[src/rtl/fb_pkg.sv]
// Shared types and helpers for the framebuffer pixel packer: DDR word layout
// and the word-address computation.
package fb_pkg;
  localparam int PIX_PER_WORD = 4;
  localparam int SLOT_BITS    = 32;
  localparam int WORD_BITS    = 128;
  localparam int MASK_BITS    = WORD_BITS / 8;
  localparam int ADDR_FIELD_W = 32;

  // Address field is wide enough for any geometry; the top trims it to ADDR_BITS.
  typedef struct packed {
    logic [ADDR_FIELD_W-1:0] addr;
    logic [WORD_BITS-1:0]    data;
    logic [MASK_BITS-1:0]    mask;
  } fb_word_t;

  localparam int FB_WORD_W = $bits(fb_word_t);

  function automatic logic [ADDR_FIELD_W-1:0] word_addr(input logic [15:0] y,
                                                          input logic [15:0] x,
                                                          input logic [15:0] pitch_words);
    return 32'(y) * 32'(pitch_words) + 32'(x >> 2);
  endfunction
endpackage

[src/rtl/fb_word_fifo.sv]
// Packed-word FIFO with a registered head stage; words entering storage reach
// the head one cycle later. Pushes into a full FIFO without a pop are dropped.
module fb_word_fifo
  import fb_pkg::*;
#(
  parameter int DEPTH = 4
) (
  input  logic                 clk,
  input  logic                 rst,
  input  logic                 i_push,
  input  logic [FB_WORD_W-1:0] i_word,
  input  logic                 i_ready,
  output logic                 o_valid,
  output logic [FB_WORD_W-1:0] o_word,
  output logic                 o_overflow
);
  localparam int PW = $clog2(DEPTH);
  localparam int CW = PW + 1;

  fb_word_t      r_mem [DEPTH];
  logic [PW-1:0] r_wp, r_rp;
  logic [CW-1:0] r_cnt;
  logic          r_vld;
  fb_word_t      r_out;
  logic          r_ovf;

  logic w_pop, w_full, w_wr, w_load;

  // Occupancy counts the head register too, so capacity is exactly DEPTH words.
  assign w_pop  = r_vld && i_ready;
  assign w_full = (r_cnt + CW'(r_vld)) == CW'(DEPTH);
  assign w_wr   = i_push && (!w_full || w_pop);
  assign w_load = (r_cnt != '0) && (!r_vld || w_pop);

  always_ff @(posedge clk)
    if (w_wr) r_mem[r_wp] <= fb_word_t'(i_word);

  always_ff @(posedge clk or posedge rst) begin
    if (rst) begin
      r_wp  <= '0;
      r_rp  <= '0;
      r_cnt <= '0;
      r_vld <= 1'b0;
      r_out <= '0;
      r_ovf <= 1'b0;
    end else begin
      if (w_wr) r_wp <= r_wp + PW'(1);
      if (w_load) begin
        r_rp  <= r_rp + PW'(1);
        r_out <= r_mem[r_rp];
      end
      r_cnt <= r_cnt + CW'(w_wr) - CW'(w_load);
      if (w_load)     r_vld <= 1'b1;
      else if (w_pop) r_vld <= 1'b0;
      if (i_push && w_full && !w_pop) r_ovf <= 1'b1;
    end
  end

  assign o_valid    = r_vld;
  assign o_word     = r_out;
  assign o_overflow = r_ovf;
endmodule

[src/rtl/fb_pixel_packer.sv]
// Tracks raster position of the framebuffer pixel stream and packs four
// zero-extended pixels per 128-bit DDR word, queued toward the write scheduler.
module fb_pixel_packer
  import fb_pkg::*;
#(
  parameter int WIDTH      = 1024,
  parameter int HEIGHT     = 768,
  parameter int COLOR_BITS = 18,
  parameter int FIFO_DEPTH = 4,
  localparam int ADDR_BITS = $clog2(WIDTH * HEIGHT / 4)
) (
  input  logic                  clk,
  input  logic                  rst,
  input  logic [10:0]           fb_width,
  input  logic [9:0]            fb_height,
  input  logic                  fb_vsync,
  input  logic                  fb_we,
  input  logic [COLOR_BITS-1:0] fb_data,
  output logic                  wr_valid,
  input  logic                  wr_ready,
  output logic [ADDR_BITS-1:0]  wr_addr,
  output logic [127:0]          wr_data,
  output logic [15:0]           wr_mask,
  output logic                  overflow,
  output logic                  frame_done
);
  localparam logic [15:0] WIDTH_P  = 16'(WIDTH);
  localparam logic [15:0] HEIGHT_P = 16'(HEIGHT);
  localparam logic [15:0] PITCH    = 16'(WIDTH / PIX_PER_WORD);

  logic [15:0]          r_x, r_y, r_w, r_h;
  logic [WORD_BITS-1:0] r_acc_data;
  logic [MASK_BITS-1:0] r_acc_mask;
  logic [31:0]          r_acc_addr;
  logic                 r_frame_done;

  logic [15:0]          w_w_in, w_h_in, w_w, w_h, w_x, w_y, w_ylim;
  logic [1:0]           w_slot;
  logic                 w_write, w_eol, w_pix_emit, w_flush, w_push;
  logic [WORD_BITS-1:0] w_data_m;
  logic [MASK_BITS-1:0] w_mask_m;
  logic [31:0]          w_pix_addr;
  fb_word_t             w_push_word, w_head;
  logic [FB_WORD_W-1:0] w_head_bits;
  logic                 w_unused_addr;

  assign w_w_in = (fb_width == '0)  ? WIDTH_P  : 16'(fb_width);
  assign w_h_in = (fb_height == '0) ? HEIGHT_P : 16'(fb_height);

  // A vsync-cycle pixel already belongs to the new frame at (0,0).
  assign w_w  = fb_vsync ? w_w_in : r_w;
  assign w_h  = fb_vsync ? w_h_in : r_h;
  assign w_x  = fb_vsync ? 16'd0  : r_x;
  assign w_y  = fb_vsync ? 16'd0  : r_y;
  assign w_ylim = (w_h < HEIGHT_P) ? w_h : HEIGHT_P;

  assign w_slot     = w_x[1:0];
  assign w_write    = fb_we && (w_x < WIDTH_P) && (w_y < w_ylim);
  assign w_eol      = (w_x == w_w - 16'd1);
  assign w_pix_emit = w_write && ((w_slot == 2'd3) || w_eol);
  assign w_flush    = fb_vsync && (r_acc_mask != '0);
  assign w_push     = w_flush || w_pix_emit;
  assign w_pix_addr = word_addr(w_y, w_x, PITCH);

  always_comb begin
    w_data_m = fb_vsync ? '0 : r_acc_data;
    w_mask_m = fb_vsync ? '0 : r_acc_mask;
    w_data_m[w_slot*SLOT_BITS +: SLOT_BITS] = SLOT_BITS'(fb_data);
    w_mask_m[w_slot*4 +: 4] = 4'hF;
  end

  always_comb begin
    w_push_word = '{addr: w_pix_addr, data: w_data_m, mask: w_mask_m};
    if (w_flush) w_push_word = '{addr: r_acc_addr, data: r_acc_data, mask: r_acc_mask};
  end

  always_ff @(posedge clk or posedge rst) begin
    if (rst) begin
      r_x          <= '0;
      r_y          <= '0;
      r_w          <= WIDTH_P;
      r_h          <= HEIGHT_P;
      r_acc_data   <= '0;
      r_acc_mask   <= '0;
      r_acc_addr   <= '0;
      r_frame_done <= 1'b0;
    end else begin
      r_frame_done <= fb_we && w_eol && (w_y == w_h - 16'd1);
      if (fb_vsync) begin
        r_w <= w_w_in;
        r_h <= w_h_in;
      end
      // y saturates at H so later pixels of the frame fall out as drops.
      if (fb_we) begin
        if (w_eol) begin
          r_x <= '0;
          r_y <= (w_y < w_h) ? w_y + 16'd1 : w_y;
        end else begin
          r_x <= w_x + 16'd1;
        end
      end else if (fb_vsync) begin
        r_x <= '0;
        r_y <= '0;
      end
      if (w_write && (!w_pix_emit || w_flush)) begin
        r_acc_data <= w_data_m;
        r_acc_mask <= w_mask_m;
        r_acc_addr <= w_pix_addr;
      end else if (w_pix_emit || fb_vsync) begin
        r_acc_data <= '0;
        r_acc_mask <= '0;
        r_acc_addr <= '0;
      end
    end
  end

  fb_word_fifo #(.DEPTH(FIFO_DEPTH)) u_fifo (
    .clk        (clk),
    .rst        (rst),
    .i_push     (w_push),
    .i_word     (w_push_word),
    .i_ready    (wr_ready),
    .o_valid    (wr_valid),
    .o_word     (w_head_bits),
    .o_overflow (overflow)
  );

  assign w_head        = fb_word_t'(w_head_bits);
  assign wr_addr       = w_head.addr[ADDR_BITS-1:0];
  assign wr_data       = w_head.data;
  assign wr_mask       = w_head.mask;
  assign frame_done    = r_frame_done;
  assign w_unused_addr = ^w_head.addr[31:ADDR_BITS];
endmodule

[config.mk]
export PLATFORM = sky130hd
export DESIGN_NAME = fb_pixel_packer
export DESIGN_NICKNAME = d
export VERILOG_FILES = /design/src/rtl/fb_pkg.sv /design/src/rtl/fb_word_fifo.sv /design/src/rtl/fb_pixel_packer.sv
export SDC_FILE = /design/constraint.sdc
export NUM_CORES = 1
export LEC_CHECK = 0
export ABC_AREA = 1
export CAP_MARGIN = 40
export CORE_UTILIZATION = 40
export DETAILED_ROUTE_END_ITERATION = 10
export DONT_BUFFER_PORTS = 1
export SYNTH_ARGS = -nofsm -noshare
export SYNTH_HDL_FRONTEND = slang
export SYNTH_HIERARCHICAL = 1
export SYNTH_SLANG_ARGS = --single-unit
[constraint.sdc]
create_clock -name clk -period 13.2 [get_ports clk]
set_input_delay 0.66 -clock clk [delete_from_list [all_inputs] [get_ports clk]]
set_output_delay 0.66 -clock clk [all_outputs]
set_load 0.02 [all_outputs]
==> metrics.md <==
| Metric | Value |
|---|---|
| # resized after CTS | 0 |
| Worst-case clock buffer depth | 3 |
| Filler cell count | 11570 |
| Combinational share of power | 26.3% |
| Post-Syn Area | 0.04903 sq mm |
| Met3 wire len | 7294 um |
| Slew margin rel. | between 10 and 15% |
| HPWL after DPL | 74830 um |
| Via Count | 35050 |
| Post-CTS Setup Inserts | 0 |
| Largest net degree at the start of global routing | between 150 and 200 |
| Least-Margin Pin Slew | 1277 ps |
| DRC viols | 0 |
| Die Footprint | approximately 0.12 sq mm |
| Worst reg-to-reg setup slack | a little under 8000 ps |
| Final number of setup-violating endpoints | 0 |
| Starting DRT DRC Count | 3139 |
| Worst VDD drop | 173.2 uV |
| Post-Route WL | 125900 um |
| Syn avg cell area | 9.117 sq um |
| Clock root cell | clkbuf_16 |
| Setup TNS | 0 ps |
| Hold buffers post-CTS | 2 |
| Final Util | 44.49% |
| WS Path Type | input port to flip-flop |
| Number of global-route vias before repair | about 34000 |
| Cells after Synth | 5378 |
| CP Data Required Time | around 14000 ps |
| Most frequent cells in the layout | 1662 x nand2_1, 648 x edfxtp_1, 628 x inv_1 |
| Cell-internal power | about 7 mW |
| Period Utilization, post-route | between 40% and 50% |
| WL/cell | 18.05 um |
| Placeable Area | 0.1217 sq mm |
| Global-route wire length before repair | 198200 um |
| Initial Util | 40.28% |
| Number of diodes | 0 |
| ANT nets after route | 0 |
| Clk slew on worst S/H paths | approximately 60 ps |
| Area grow syn2layout | 10.44% |
| Net Switching | between 4 and 5 mW |
| Layout cells sized above 1 | 5.195% |
| Sw Share | a little under two fifths |
| Std cell rows | between 100 and 150 |
| Final hold vios | 0 |
| Gr ovfl total | 0 |
| Crit start category | input port |
| Pins Over Slew Limit | 0 |
| Clock skew | around 60 ps |
| Dpl cell area | 0.05033 sq mm |
| Synthesis Warnings | 6 |
| Clock power frac | approximately 30% |
| Port Buffers | 0 |
| Pwr per Cell Area | 204.2 mW/mm^2 |
| Initial antenna violation count | 2 |
| Status | finished, final reports clean |
| Worst-path fanout max | around 160 |
| Vias per cell | 5.024 |
| Post-route design area | 0.05415 sq mm |
| Clk Latency, worst-skew pair | 730 ps |
| H-tree level count | 3 |
| Die height | 352.1 um |
| RSZ-0062 raised after global routing | no |
| WL met1 | 55880 um |
| Worst Setup End Kind | flip-flop |
| Max Clock Freq | 185.3 MHz |
| Tot GR Track Use | 20.13% |
| Initial DRT Pass Iterations | 5 |
| Metal2 WL | 59730 um |
| CTS Sinks | around 1000 |
| Die span in x | 352.1 um |
| Leak Pwr | 24.26 nW |
| Uppermost routed layer | met5 |
| Max Cap Viol | 0 |
| Min Tclk post-route | 5396 ps |
| Io pins | 209 |
| WP data arrival | 5720 ps |
| Fin nets | 5349 |
| CTS tree | yes |
| Min-Delay Path Class | input port to flip-flop |
| Cts bufs inserted | 113 |
| Gpl congestion | roughly 0.85 |
| Sequential Power Share | 44.5% |
| Most common cell after layout, fill and taps aside | nand2_1 |
| Tot Pwr | 11.06 mW |
[area by class of cell]
type                    instances  area [sq um]  area share (%)
inverters                     647          2461           4.545
well taps                    1625          2033           3.754
clock buffers                 151          3114           5.751
clock inverters                64         691.9           1.278
repair buffers                 53         724.4           1.338
flip-flops and latches       1046         29430           54.34
multi-input cells            3390         15700           28.99
[registers in the layout, summed over array words and instances (netlist names)]
| name | cells |
|---|---|
| r_y | 16 |
| u_fifo/r_wp | 2 |
| u_fifo/r_mem | 648 |
| u_fifo/r_rp | 2 |
| r_acc_data | 128 |
| u_fifo/o_overflow | 1 |
| r_acc_mask | 16 |
| u_fifo/o_word | 162 |
| r_h | 16 |
| r_x | 16 |
| r_w | 16 |
| frame_done | 1 |
| u_fifo/r_cnt | 3 |
| u_fifo/o_valid | 1 |
| r_acc_addr | 18 |
[final timing paths]
| check | startpoint | endpoint | cells past startpoint |
|---|---|---|---|
| worst min-delay path | fb_we | r_x[1] | 1 |
| min in group asynchronous | rst | u_fifo/r_rp[0] | 2 |
| worst min register to register | r_w[15] | r_w[15] | 2 |
| worst max register to register | r_w[0] | u_fifo/r_mem[1][114] | 21 |
| max in group asynchronous | rst | r_acc_data[61] | 4 |
| worst max-delay path | fb_vsync | u_fifo/r_mem[1][114] | 19 |
[metal layers]
layer	global-route usage, %	up-vias
met1	27.39	16980
met4	5.626	4
li1	-	16980
met2	33.04	905
met3	3.498	183
met5	0	-
[critical path, cell delays in order]
cell and delay (ps):
dlygate4sd3_1 710, nor2_4 90, nor2_4 160, nand2_2 80, nor2_1 160, nand2_1 110, nand2_2 160, nand2_1 70
ha_1 290, a21oi_1 140, nor2_1 60, a211oi_1 160, nand2_1 130, a21oi_4 210, nand2_1 210, nand2_1 180
nand2_1 330, nor2_4 740, buf_12 710
[per-stage QoR]
stage | hold slack, ps | instances | setup WS, ps
2_1_floorplan | 448.8 | 5383 | 2670
3_3_place_gp | 479.5 | 6741 | 7273
3_5_place_dp | 473.4 | 6759 | 7313
4_1_cts | 18.56 | 6976 | 7949
5_1_grt | 48.61 | 6976 | 7481
6_report | 75.79 | 6976 | 7804
[power by group through the flow]
stage	Clock [mW]	Combinational, mW	Sequential, mW
6_report	3.23	2.91	4.92
5_1_grt	3.43	3.31	4.99
4_1_cts	3.30	2.99	4.94
3_5_place_dp	0	2.97	5.00
3_3_place_gp	0	2.83	5.01
2_1_floorplan	0	2.14	4.94
Power figures use the tool's default switching activity.
